### src/rtl/rr_grant_ctrl.sv
// Round-robin grant controller with lock semantics.
// The current owner keeps the grant until it pulses done_i. On release, the
// priority pointer moves to the slot after the owner and the next winner is
// picked from the same-cycle requests, so back-to-back grants have no gap.
// gnt_valid_o is the registered FSM state (0 = IDLE, 1 = GRANT).

module rr_grant_ctrl #(
   parameter  int NUM_REQ = 4,
   localparam int IW      = $clog2(NUM_REQ)
) (
   input  logic               clk_i,
   input  logic               rst_ni,
   input  logic [NUM_REQ-1:0] req_i,
   input  logic               done_i,
   output logic [NUM_REQ-1:0] gnt_o,
   output logic [IW-1:0]      gnt_idx_o,
   output logic               gnt_valid_o
);

   typedef enum logic {
      ST_IDLE  = 1'b0,
      ST_GRANT = 1'b1
   } state_e;

   state_e               state_q;
   logic [IW-1:0]        ptr_q;
   logic [IW-1:0]        gnt_idx_q;
   logic                 gnt_valid_q;
   logic [NUM_REQ-1:0]   gnt_q;

   logic [IW-1:0]        rel_ptr;
   logic [IW-1:0]        search_base;
   logic                 win_found;
   logic [IW-1:0]        win_idx;
   logic [NUM_REQ-1:0]   win_onehot;
   int                   cand;
   logic [IW-1:0]        cand_idx;

   // Slot after the current owner, wrapping explicitly so a non-power-of-two
   // NUM_REQ never produces an index >= NUM_REQ.
   assign rel_ptr     = (gnt_idx_q == IW'(NUM_REQ - 1)) ? '0 : gnt_idx_q + 1'b1;

   // In IDLE the search starts at the stored pointer; in GRANT the search is
   // only used on release, where it starts at the slot after the owner.
   assign search_base = (state_q == ST_GRANT) ? rel_ptr : ptr_q;

   // First asserted request in order search_base, search_base+1, ... (wrapping).
   always_comb begin
      win_found = 1'b0;
      win_idx   = '0;
      cand      = 0;
      cand_idx  = '0;
      for (int i = 0; i < NUM_REQ; i++) begin
         cand = int'(search_base) + i;
         if (cand >= NUM_REQ) begin
            cand = cand - NUM_REQ;
         end
         cand_idx = IW'(cand);
         if (!win_found && req_i[cand_idx]) begin
            win_found = 1'b1;
            win_idx   = cand_idx;
         end
      end
   end

   // One-hot decode of the winner, registered alongside its index.
   always_comb begin
      win_onehot          = '0;
      win_onehot[win_idx] = 1'b1;
   end

   // FSM with registered outputs; done_i is ignored in IDLE and req_i is
   // ignored in GRANT until the owner releases.
   always_ff @(posedge clk_i) begin
      if (!rst_ni) begin
         state_q     <= ST_IDLE;
         ptr_q       <= '0;
         gnt_idx_q   <= '0;
         gnt_valid_q <= 1'b0;
         gnt_q       <= '0;
      end else begin
         case (state_q)
            ST_IDLE: begin
               if (win_found) begin
                  state_q     <= ST_GRANT;
                  gnt_idx_q   <= win_idx;
                  gnt_valid_q <= 1'b1;
                  gnt_q       <= win_onehot;
               end
            end
            ST_GRANT: begin
               if (done_i) begin
                  ptr_q <= rel_ptr;
                  if (win_found) begin
                     gnt_idx_q   <= win_idx;
                     gnt_valid_q <= 1'b1;
                     gnt_q       <= win_onehot;
                  end else begin
                     state_q     <= ST_IDLE;
                     gnt_idx_q   <= '0;
                     gnt_valid_q <= 1'b0;
                     gnt_q       <= '0;
                  end
               end
            end
            default: begin
               state_q     <= ST_IDLE;
               gnt_idx_q   <= '0;
               gnt_valid_q <= 1'b0;
               gnt_q       <= '0;
            end
         endcase
      end
   end

   assign gnt_o       = gnt_q;
   assign gnt_idx_o   = gnt_idx_q;
   assign gnt_valid_o = gnt_valid_q;

endmodule

### config.mk
export PLATFORM = sky130hd
export DESIGN_NAME = rr_grant_ctrl
export DESIGN_NICKNAME = d
export VERILOG_FILES = /design/src/rtl/rr_grant_ctrl.sv
export SDC_FILE = /design/constraint.sdc
export NUM_CORES = 1
export LEC_CHECK = 0
export BUFFER_PORTS_ARGS = -buffer_cell sky130_fd_sc_hd__buf_2
export CORE_MARGIN = 4
export CORE_UTILIZATION = 45
export DETAILED_ROUTE_END_ITERATION = 10
export MAX_ROUTING_LAYER = met4
export PLACE_DENSITY = 0.79
export SLEW_MARGIN = 20
export SYNTH_ARGS = -nofsm -noshare
export SYNTH_HDL_FRONTEND = slang
export SYNTH_SLANG_ARGS = --single-unit
### constraint.sdc
create_clock -name clk_i -period 2.55 [get_ports clk_i]
set_clock_uncertainty 0.15 [all_clocks]
set_input_delay 0.255 -clock clk_i [delete_from_list [all_inputs] [get_ports clk_i]]
set_output_delay 0.255 -clock clk_i [all_outputs]
set_load 0.005 [all_outputs]
==> results.json <==
{
  "clockPowerShare_pct": 33.7,
  "stdcell_area_um2": 713,
  "outcome": "finished, final reports clean",
  "yosysTopAreaCellShare_pct": 33.1,
  "post-dp-hpwl_um": 974,
  "grt_max_degree": 13,
  "slew_violations": 0,
  "drt_first_pass_iters": 4,
  "timing.final.crit_period_ns": 2.09,
  "die_width_um": 44.7,
  "ant_nets": 0,
  "clockRootBuffer": "clkbuf_4",
  "area_growth_syn_to_layout_pct": 17.8,
  "core_area_um2": 1190,
  "min_period_over_period_pct": 81.8,
  "synth_edf_count": 0,
  "crit_type": "register to register",
  "setup_tns_ns": 0,
  "instances_no_fill": 100,
  "leakage_nw": 0.313,
  "cts_setup_buffers": 0,
  "fmax_mhz": 480,
  "synth.distinct_cells": 30,
  "rsz0062_at_grt": "false",
  "crit_path_end_kind": "register",
  "synthTopCellsByCount": "dfxtp_1 (10), a21oi_1 (9), nand2_1 (8), nor2_1 (8), nand2b_1 (5)",
  "relSlewSlack_pct": 66.4,
  "yosys_most_used_dff": "dfxtp_1",
  "grt_pass1_vias": 516,
  "placed_cells": 96,
  "grt_usage_pct": 15.8,
  "clock_sinks": 10,
  "r2r_start": "gnt_idx_o[0]",
  "min_path_cells": 2,
  "clk-insertion-delay-late_ns": 0.27,
  "nets": 95,
  "startpoint": "gnt_idx_o[0]",
  "syn_area_per_cell_um2": 8.65,
  "antenna_found_initial": 0,
  "p_switching_mw": 0.127,
  "yosysTopAreaCell": "dfxtp_1",
  "design.die.area_um2": 2000,
  "drv_cap": 0,
  "drt_iter0_drc": 13,
  "grt_overflow": 0,
  "fillers": 115,
  "start_kind": "register",
  "grt_first_pass_wirelength_mm": 2.25,
  "rows": 12,
  "synth_warnings": 0,
  "crit_path_max_fanout": 7,
  "synthArstFlopShare_pct": 0,
  "ys_ff_latch": 10,
  "wl_per_cell_um": 13.2,
  "cts_buffer_depth": 2,
  "vdd_drop_max_v": 0.000433,
  "antennaDiodeCount": 0,
  "vias": 556,
  "totalWireLength_mm": 1.32,
  "seqPwrFrac_pct": 41.9,
  "cp_data_required_time_ns": 2.57,
  "min_path_type": "primary input to register",
  "ioPinCount": 14,
  "worstRegToRegCells": 5,
  "h-tree-depth": 1,
  "worstMarginPinSlew_ns": 0.503,
  "p_total_mw": 0.433,
  "io_buffer_count": 13,
  "synth_area_leaders": "dfxtp_1 (33%), a21oi_1 (7.4%), nand2b_1 (5.2%), nand2_1 (5.0%), nor2_1 (5.0%)",
  "crit_arrival_ns": 2.11,
  "reg2reg_setup_slack_ns": 0.46,
  "cts_tree": "built",
  "postSynthCellCount": 70,
  "remaining_drc_errors": 0,
  "synth-seq-area-share_pct": 33.1,
  "setup_viol": 0,
  "clk_pin_slew_ns": 0.07,
  "initial_core_util_pct": 51.1,
  "combPwrFrac_pct": 24.4,
  "switching_share_pct": 29.3,
  "hold_buffers": 0,
  "gp_congestion": 0.812,
  "via_per_inst": 5.56,
  "drive_gt1_share_pct": 31.4,
  "cts_resized": 0,
  "cts_made_buffers": 3,
  "powerDensity_nw_per_um2": 607,
  "timing.hold.ws_ns": 0.107,
  "p_int_mw": 0.306,
  "syn-num-nets": 78,
  "syn_area_um2": 606,
  "finalHoldViolCount": 0,
  "yosysMostFrequentCell": "dfxtp_1",
  "die_h_um": 44.7,
  "hold_path_startpoint": "rst_ni",
  "dpl-instance-area_um2": 677
}
## power by group through the flow
| stage | registers (mW) | logic [mW] | clock network [mW] |
|---|---|---|---|
| final | 0.181 | 0.106 | 0.146 |
| after global routing | 0.184 | 0.118 | 0.158 |
| after CTS | 0.181 | 0.106 | 0.148 |
| after detailed placement | 0.184 | 0.105 | 0 |
| after global placement | 0.184 | 0.105 | 0 |
| after floorplan | 0.182 | 0.0775 | 0 |
## layout make-up
class / count / area (um2) / share of cell area, %
Timing Repair Buffer: 13 / 65.1 / 9.12
Sequential cell: 10 / 200 / 28.1
Tap cell: 14 / 17.5 / 2.46
Clock buffer: 4 / 36.3 / 5.09
Inverter: 2 / 7.51 / 1.05
Multi-Input combinational cell: 57 / 387 / 54.2
## worst max-delay path, cell delays in order, from the launching register on
cell	delay [ns]
dfxtp_1	0.44
ha_1	0.32
nor2b_1	0.16
o32ai_1	0.48
nor4b_4	0.11
a2111oi_2	0.32
## kinds of logic after synthesis
logic type      after synthesis  share of synthesized area (%)
mux                           3                           5.37
buf+inv                       3                           3.10
compound gates               19                           23.8
flops                        10                           33.1
simple gates                 34                           32.6
fa+ha+maj                     1                           2.07
## cell usage in the layout (no fill, tap or decap), drive strengths merged, types with 2 or more instances in the layout
cell type,n
buf,13
dfxtp,10
a21oi,10
nand2,9
nor2,8
nand2b,5
clkbuf,4
nand3,3
mux2,2
o32ai,2
nor2b,2
a211oi,2
## stage by stage
step	setup WS (ns)	util, %
floorplan	0.605	-
global placement	0.527	57.1
detailed placement	0.468	57.1
CTS	0.458	60.1
global route	0.259	60.1
finish	0.465	60.1
## sequential cells by signal (all words and copies together) (netlist names)
register / cells
gnt_valid_o: 1
state_q: 1
gnt_idx_o: 2
gnt_o: 4
ptr_q: 2
## layer usage
metal	share of wire [%]	vias up	global-route usage (%)
met4	1.8	0	7.23
met5	0	-	-
met3	6.5	4	3.66
li1	-	285	-
met2	40	15	22.9
met1	51	252	20.4
## final timing paths
path               to
min          gnt_o[0]
max reg2reg  gnt_o[2]
min reg2reg  gnt_o[1]
max          gnt_o[2]
Power figures use the tool's default switching activity.
